## src/rtl/int_seq.sv

```systemverilog
// int_seq: interrupt / reset entry sequencer for the 65C02 core.
// Arbitrates RES, NMI, IRQ and BRK at instruction boundaries. It then owns the bus
// for the entry sequence: push PCH, PCL and P, fetch the vector, and reload PC.
// The core keeps its register file; this block only latches PC/P/S and issues strobes.
module int_seq (
    input  logic        PHI_0,
    input  logic        RST,
    input  logic        RES_N,
    input  logic        NMI_N,
    input  logic        IRQ_N,
    input  logic        RDY,
    input  logic        SYNC,
    input  logic        BRK,
    input  logic        I_FLAG,
    input  logic [15:0] PC,
    input  logic [7:0]  P,
    input  logic [7:0]  S,
    input  logic [7:0]  DB_IN,
    output logic [15:0] AB,
    output logic [7:0]  DB_OUT,
    output logic        RW,
    output logic        ACTIVE,
    output logic        S_DEC,
    output logic        SET_I,
    output logic        CLR_D,
    output logic        PC_LOAD,
    output logic [15:0] PC_NEW
);

    typedef enum logic [2:0] {
        ST_IDLE = 3'd0,
        ST_PCH  = 3'd1,
        ST_PCL  = 3'd2,
        ST_PSR  = 3'd3,
        ST_VLO  = 3'd4,
        ST_VHI  = 3'd5,
        ST_LOAD = 3'd6
    } state_t;

    typedef enum logic [1:0] {
        SRC_RES = 2'd0,
        SRC_NMI = 2'd1,
        SRC_IRQ = 2'd2,
        SRC_BRK = 2'd3
    } src_t;

    state_t      state_q, state_d, fsm_next_s;
    src_t        src_q, src_d, start_src_s;
    logic [15:0] pc_q, pc_d;
    logic [7:0]  p_q, p_d;
    logic [7:0]  s_q, s_d;
    logic [7:0]  vec_q, vec_d;      // low byte of the vector; the high byte is always FF
    logic [7:0]  lo_q, lo_d;
    logic [7:0]  hi_q, hi_d;
    logic        res_pend_q, res_pend_d;
    logic        nmi_pend_q, nmi_pend_d;
    logic        nmi_prev_q;

    logic        nmi_edge_s;
    logic        nmi_clear_s;
    logic        irq_s;
    logic        start_s;
    logic [7:0]  s_m1_s;
    logic [7:0]  s_m2_s;
    logic [7:0]  psr_s;
    logic [15:0] vec_ab_s;

    assign nmi_edge_s = nmi_prev_q & ~NMI_N;
    assign irq_s      = ~IRQ_N & ~I_FLAG;
    assign s_m1_s     = s_q - 8'd1;
    assign s_m2_s     = s_q - 8'd2;
    assign psr_s      = {p_q[7:6], 1'b1, (src_q == SRC_BRK), p_q[3:0]};
    assign vec_ab_s   = {8'hFF, vec_q};

    // Start arbitration in IDLE: pending reset, then NMI, IRQ and BRK at a boundary.
    always_comb begin
        start_s     = 1'b0;
        start_src_s = SRC_RES;
        if (res_pend_q && RES_N) begin
            start_s     = 1'b1;
            start_src_s = SRC_RES;
        end else if (SYNC && nmi_pend_q) begin
            start_s     = 1'b1;
            start_src_s = SRC_NMI;
        end else if (SYNC && irq_s) begin
            start_s     = 1'b1;
            start_src_s = SRC_IRQ;
        end else if (SYNC && BRK) begin
            start_s     = 1'b1;
            start_src_s = SRC_BRK;
        end else begin
            start_s     = 1'b0;
            start_src_s = SRC_RES;
        end
    end

    // Next-state logic and latch updates; every step waits for RDY.
    always_comb begin
        fsm_next_s  = state_q;
        src_d       = src_q;
        pc_d        = pc_q;
        p_d         = p_q;
        s_d         = s_q;
        vec_d       = vec_q;
        lo_d        = lo_q;
        hi_d        = hi_q;
        nmi_clear_s = 1'b0;
        if (RDY) begin
            case (state_q)
                ST_IDLE: begin
                    if (start_s) begin
                        fsm_next_s = ST_PCH;
                        src_d      = start_src_s;
                        pc_d       = PC;
                        p_d        = P;
                        s_d        = S;
                    end else begin
                        fsm_next_s = ST_IDLE;
                    end
                end
                ST_PCH: fsm_next_s = ST_PCL;
                ST_PCL: fsm_next_s = ST_PSR;
                ST_PSR: begin
                    fsm_next_s = ST_VLO;
                    // A pending NMI hijacks IRQ/BRK here; the pushed B bit stays as it was.
                    if (src_q == SRC_RES) begin
                        vec_d = 8'hFC;
                    end else if ((src_q == SRC_NMI) || nmi_pend_q) begin
                        vec_d       = 8'hFA;
                        nmi_clear_s = 1'b1;
                    end else begin
                        vec_d = 8'hFE;
                    end
                end
                ST_VLO: begin
                    fsm_next_s = ST_VHI;
                    lo_d       = DB_IN;
                end
                ST_VHI: begin
                    fsm_next_s = ST_LOAD;
                    hi_d       = DB_IN;
                end
                ST_LOAD: fsm_next_s = ST_IDLE;
                default: fsm_next_s = ST_IDLE;
            endcase
        end else begin
            fsm_next_s = state_q;
        end
    end

    // Reset pin aborts any sequence; pending flags merge their set and clear events.
    always_comb begin
        state_d    = RES_N ? fsm_next_s : ST_IDLE;
        res_pend_d = (!RES_N) ? 1'b1 :
                     ((state_q == ST_IDLE) && RDY && start_s && (start_src_s == SRC_RES)) ? 1'b0 :
                     res_pend_q;
        nmi_pend_d = nmi_edge_s ? 1'b1 :
                     (nmi_clear_s && RES_N) ? 1'b0 :
                     nmi_pend_q;
    end

    // State, latch and pending-flag registers.
    always_ff @(posedge PHI_0 or posedge RST) begin
        if (RST) begin
            state_q    <= ST_IDLE;
            src_q      <= SRC_RES;
            pc_q       <= 16'h0000;
            p_q        <= 8'h00;
            s_q        <= 8'h00;
            vec_q      <= 8'hFC;
            lo_q       <= 8'h00;
            hi_q       <= 8'h00;
            res_pend_q <= 1'b1;
            nmi_pend_q <= 1'b0;
            nmi_prev_q <= 1'b1;
        end else begin
            state_q    <= state_d;
            src_q      <= src_d;
            pc_q       <= pc_d;
            p_q        <= p_d;
            s_q        <= s_d;
            vec_q      <= vec_d;
            lo_q       <= lo_d;
            hi_q       <= hi_d;
            res_pend_q <= res_pend_d;
            nmi_pend_q <= nmi_pend_d;
            nmi_prev_q <= NMI_N;
        end
    end

    // Moore output decode; strobes are qualified by RDY so stalls never repeat them.
    always_comb begin
        AB      = 16'h0000;
        DB_OUT  = 8'h00;
        RW      = 1'b1;
        ACTIVE  = (state_q != ST_IDLE) && RES_N;
        S_DEC   = 1'b0;
        SET_I   = 1'b0;
        CLR_D   = 1'b0;
        PC_LOAD = 1'b0;
        PC_NEW  = 16'h0000;
        case (state_q)
            ST_IDLE: begin
                AB = 16'h0000;
            end
            ST_PCH: begin
                AB     = {8'h01, s_q};
                DB_OUT = pc_q[15:8];
                RW     = (src_q == SRC_RES);
                S_DEC  = RDY;
            end
            ST_PCL: begin
                AB     = {8'h01, s_m1_s};
                DB_OUT = pc_q[7:0];
                RW     = (src_q == SRC_RES);
                S_DEC  = RDY;
            end
            ST_PSR: begin
                AB     = {8'h01, s_m2_s};
                DB_OUT = psr_s;
                RW     = (src_q == SRC_RES);
                S_DEC  = RDY;
            end
            ST_VLO: begin
                AB    = vec_ab_s;
                SET_I = RDY;
                CLR_D = RDY;
            end
            ST_VHI: begin
                AB = vec_ab_s + 16'd1;
            end
            ST_LOAD: begin
                PC_LOAD = RDY;
                PC_NEW  = {hi_q, lo_q};
            end
            default: begin
                AB = 16'h0000;
            end
        endcase
    end

endmodule
```

## config.mk

```make
export PLATFORM = sky130hd
export DESIGN_NAME = int_seq
export DESIGN_NICKNAME = d
export VERILOG_FILES = /design/src/rtl/int_seq.sv
export SDC_FILE = /design/constraint.sdc
export NUM_CORES = 1
export LEC_CHECK = 0
export BUFFER_PORTS_ARGS = -buffer_cell sky130_fd_sc_hd__buf_2
export CAP_MARGIN = 20
export CORE_UTILIZATION = 40
export CTS_BUF_LIST = sky130_fd_sc_hd__clkbuf_4
export CTS_CLUSTER_SIZE = 25
export DETAILED_ROUTE_END_ITERATION = 6
export SLEW_MARGIN = 10
export SYNTH_ARGS = -nofsm -noshare
export SYNTH_HDL_FRONTEND = slang
export SYNTH_SLANG_ARGS = --single-unit
```

## constraint.sdc

```tcl
create_clock -name PHI_0 -period 2.18 [get_ports PHI_0]
set_clock_uncertainty 0.05 [all_clocks]
set_input_delay 0.327 -clock PHI_0 [delete_from_list [all_inputs] [get_ports PHI_0]]
set_output_delay 0.327 -clock PHI_0 [all_outputs]
set_load 0.05 [all_outputs]
```

## After elaboration in Yosys (flattened, before gate mapping)

Index checks and enable logic that the tools add are counted.

| storage, ports and cells | value |
|---|---|
| logic and storage cells | 78 |
| output and inout bits | 46 |
| input port bits | 49 |
| bits in registers | 64 |

| operators by class | value |
|---|---|
| reduce and logical (&&, ||, !) cells | 20 |
| add/sub/neg operators | 3 |
| bitwise gates (word level) | 5 |
| equality and inequality tests | 10 |
| multiplexer cells | 29 |

Operator list:

| operator | count |
|---|---|
| one-hot mux 16 bit (5 select lines) | 1 |
| one-hot mux 8 bit (3 select lines) | 1 |
| one-hot mux 3 bit (6 select lines) | 1 |
| 2-to-1 mux 1 bit | 17 |
| 2-to-1 mux 16 bit | 1 |
| 2-to-1 mux 3 bit | 4 |
| adder 9 x 2 -> 10 bit (second input constant) | 1 |
| == test 3 bit (second input constant) | 3 |
| logical AND 1 bit | 9 |
| 2-to-1 mux 2 bit | 4 |
| subtractor 8 x 1 -> 8 bit (second input constant) | 1 |
| subtractor 8 x 2 -> 8 bit (second input constant) | 1 |
| == test 3 x 2 -> 1 bit (second input constant) | 2 |
| AND reduction 2 bit | 3 |
| zero test 2 bit | 2 |
| != test 2 x 1 -> 1 bit (second input constant) | 2 |
| == test 3 x 1 -> 1 bit (second input constant) | 1 |
| zero test 3 bit | 1 |
| NOT 1 bit | 3 |
| AND reduction 3 bit | 1 |
| nonzero test 3 bit | 1 |
| OR reduction 3 bit | 1 |
| AND 1 bit | 2 |
| == test 2 x 1 -> 1 bit (second input constant) | 1 |
| other kinds (3) | 3 |

## Logic depth before layout (Yosys ltp)

| logic depth | value |
|---|---|
| depth in word-level cells | 10 |
| mapped depth | 7 |
| depth with buffers taken out | 6 |

## Worst setup path after synthesis

Ideal clock, no wire load.

| timing path | value |
|---|---|
| kind | reg2out |
| start | register state_q[0] |
| end | output AB[1] |
| cell stages (with the launch flop) | 7 |
| required time | 1.803 ns |
| slack | -0.364 ns |
| path buffers | 3 |
| data arrival time | 2.167 ns |
| cell sequence | dfrtp_1 buf_2 buf_2 buf_2 o21ai_0 a22oi_1 o21ai_0 |

| on the way | value |
|---|---|
| word-level cells in the longest chain between the ends | 2 |
| elaborated cells between the ends (all ways) | 6 |
| classes of those cells | eq/ne: 5; mux: 1 |

Ends and longest elaborated chain:

| item | line | text |
|---|---|---|
| from (decl) | 47 | `state_t state_q, state_d, fsm_next_s;` |
| from (signal assigned) | 177 | `state_q <= state_d;` |
| == test 3 bit, or another cell as far along | 202 | `case (state_q)` |
| one-hot mux 16 bit (5 select lines) (*) | 202 |  |
| to (decl) | 19 | `output logic [15:0] AB,` |

Mark *: on every way between the ends. The rest lies on a longest branch, timed or not.

## Worst setup path after layout

| timing path | value |
|---|---|
| start | register s_q[1] |
| end | output AB[4] |

| on the way | value |
|---|---|
| word-level cells in the longest chain between the ends | 2 |
| elaborated cells between the ends (all ways) | 3 |
| classes of those cells | add/sub: 2; mux: 1 |

Ends and longest elaborated chain:

| item | line | text |
|---|---|---|
| from (decl) | 51 | `logic [7:0] s_q, s_d;` |
| from (signal assigned) | 169 | `s_q <= 8'h00;` |
| from (signal assigned) | 181 | `s_q <= s_d;` |
| subtractor 8 x 2 -> 8 bit / subtractor 8 x 1 -> 8 bit (equally long branches) | 71, 70 |  |
| one-hot mux 16 bit (5 select lines) (*) | 202 |  |

Marks and branches as above.

==> flow_summary.toml <==
[status]
outcome = "complete, but fails checks"
violations = "setup timing"

[logic_synthesis]
avgSynthCellArea_um2 = 11.2
synth_seq_cells = 56
synth_ff_type = "dfrtp_1"
yosysMostFrequentCell = "dfrtp_1"
yosysWarningCount = 0
synth_nets = 329
ys_seq_area_share_pct = 45.4
syn_area_um2 = 3090
synth_top_area_share_pct = 42.9
synth_cells = 277
synth_edf_count = 0
synth.distinct_cells = 44
yosysTopAreaCell = "dfrtp_1"
synthArstFlopShare_pct = 100
synth_area_leaders = "dfrtp_1, mux2_4, mux2_2, and2_1, dfstp_2"
yosys-top-cells-count = "dfrtp_1, mux2_4, mux2_2"

[critical_path]
r2r_slack_ps = 210
rr_startpoint = "state_q[0]"
rr_endpoint = "pc_q[0]"
crit_type = "flop to output pin"
cp.arrival_ps = 1930
endpoint_kind = "output pin"
critPathRequiredTime_ps = 1800
rr_worst_depth = 5
crit_fanout = 4
critPathBufInv = 2
crit_slowest_cell = "dfrtp_1"
critPathTopFamily = "compound AO/OA/AOI/OAI gates"
cp_cell_sequence = "inv_2, ha_4, nand2b_4, a211o_1, a311o_1, buf_6"
slowest_delay_ps = 420
worst_setup_path_start_kind = "flop"

[sta]
holdWs_ps = 100
max_clock_freq_mhz = 433
setup_viol = 5
worstMarginPinSlew_ps = 670
worst_slack_ps = -128
hold_violations = 0
rsz0062_at_grt = "true"
relSlewSlack_pct = 55.2
timing.final.crit_share_pct = 106
slew_violations = 0
post-route-min-period_ps = 2310

[routing]
drt_first_pass_iters = 4
wirelength_mm = 7.23
ant_nets = 0
vias_per_cell = 5.04
route.detailed.wl_per_inst_um = 14.9
detail_route.iter0.violations = 57
drc = 0
vias = 2442

[pwr]
switching_share_pct = 34.7
power.total_mw = 2.97
power_switching_mw = 1.03
irDropWorstVdd_mv = 0.325
p_comb_share_pct = 38.4
pwr-share-clk_pct = 15.9
p_leak_nw = 2.04
pwr_density_cell_nw_per_um2 = 700
p_int_mw = 1.94
p_seq_share_pct = 45.7

[clock_tree]
htree_levels = 2
cts_tree = "yes"
clk_latency_ps = 380
numCtsBuffers = 5
cts_sinks = 56
clk_pin_slew_ps = 170
cts_root_buffer = "clkbuf_4"
clockBufferDepth = 2

[cells_and_area]
num_antenna_cells = 0
ff_latch_area_um2 = 1410
final_nets = 437
drive_gt1_share_pct = 58.0
area_growth_syn_to_layout_pct = 37.1
multiInputGateArea_um2 = 1650
postLayoutCoreUtil_pct = 57.5
fillCellCount = 659

[global_route]
grt_max_degree = 31
antenna_found_initial = 0
track_usage_pct = 18.1
grt_pass1_vias = 2388
grt.overflow.total = 0
grt_pass1_wl_mm = 11.7

[floorplanning]
die_h_um = 89.9
ios = 95
std_cell_rows = 31
initial_utilization_pct = 42.0
die_w_um = 89.9
core_um2 = 7370
die-area_um2 = 8080

[min_path]
hold_end = "res_pend_q"
holdPathStages = 2
hold_path.class = "primary input to flop"
holdCritStartpoint = "RES_N"

[placed_design]
hpwl_mm = 5.11
gp_congestion = 0.811
portBuffers = 92

[job]
drv_cap = 0
[how the worst max path moves through the flow]
stage / from / to / slack, ps / depth (start not counted)
floorplan: state_q[0] / DB_OUT[4] / 10 / 7
finish: s_q[1] / AB[4] / -130 / 6
global placement: s_q[1] / AB[4] / 120 / 7
detailed placement: s_q[1] / AB[4] / 90 / 7
global route: state_q[0] / AB[3] / -200 / 7
CTS: s_q[1] / AB[4] / -140 / 6
[flip-flops by register name, summed over array words and instances (netlist names)]
signal      cells
pc_q           16
hi_q            8
lo_q            8
s_q             8
p_q             6
state_q         3
src_q           2
vec_q           2
nmi_pend_q      1
nmi_prev_q      1
res_pend_q      1
[power groups by stage]
| stage | Clock [mW] | Combinational, mW | Sequential [mW] |
|---|---|---|---|
| 6_report | 0.471 | 1.14 | 1.35 |
| 5_1_grt | 0.528 | 1.23 | 1.38 |
| 4_1_cts | 0.497 | 1.06 | 1.35 |
| 3_5_place_dp | 0 | 0.952 | 1.37 |
| 3_3_place_gp | 0 | 0.937 | 1.37 |
| 2_1_floorplan | 0 | 0.730 | 1.33 |
[routing by layer]
layer	GRT usage [%]	wire length [um]	part of all wire (%)	vias up
met5	0	0	0	-
met4	5.24	72	1.0	0
met3	2.96	335	4.6	8
met2	31.2	3590	50	70
met1	23.5	3230	45	1181
li1	-	-	-	1183
[placed cells by master (no fill, tap or decap), types with 3 or more instances in the layout]
cell / instances
inv_2: 3
mux2_4: 29
nor2_1: 11
buf_4: 34
dfrtp_1: 50
nor2_2: 7
buf_2: 55
a22oi_2: 6
a21oi_1: 10
nor2b_1: 4
clkbuf_4: 7
o21ai_0: 10
nand3_1: 3
a22oi_1: 3
mux2_2: 22
dfrtp_2: 3
buf_6: 29
and2_1: 18
o21ai_1: 4
buf_12: 3
nand2_1: 17
dfstp_2: 3
inv_1: 5
o22ai_1: 3
nand2b_1: 3
[kinds of logic after synthesis]
family | Yosys count | synth area share (%)
and+or+nand+nor | 78 | 13.0
DFF | 56 | 45.4
AOI/OAI and AO/OA | 53 | 11.2
muxes | 52 | 22.5
buffers and inverters | 33 | 6.11
adders and majority gates | 3 | 1.21
xor gates and xnor gates | 2 | 0.567
[cell type report]
| cell class | instances | area share [%] |
|---|---|---|
| multi-input cells | 188 | 38.9 |
| flip-flops and latches | 56 | 33.2 |
| well taps | 99 | 2.92 |
| repair buffers | 126 | 22.8 |
| clock buffers | 5 | 0.885 |
| clock inverters | 3 | 0.531 |
| inverters | 8 | 0.708 |
[repair_timing]
action                                 in CTS  in global routing
pin swaps                                   9                 14
gates cloned                                0                  0
endpoints found under the hold margin      26                  0
buffers inserted                            5                  5
resized for setup                          54                 59
setup endpoints to repair                  39                 38
hold buffers                                2                  0
[through the flow]
step	setup WS, ps	setup TNS (ps)	cell area (um2)	cells
after floorplan	12.9	0	3100	277
after global placement	124	0	3740	466
after detailed placement	94.5	0	3740	466
after CTS	-143	-555	4010	481
after global routing	-199	-1430	4240	485
final	-128	-439	4240	485
Power figures use the tool's default switching activity.
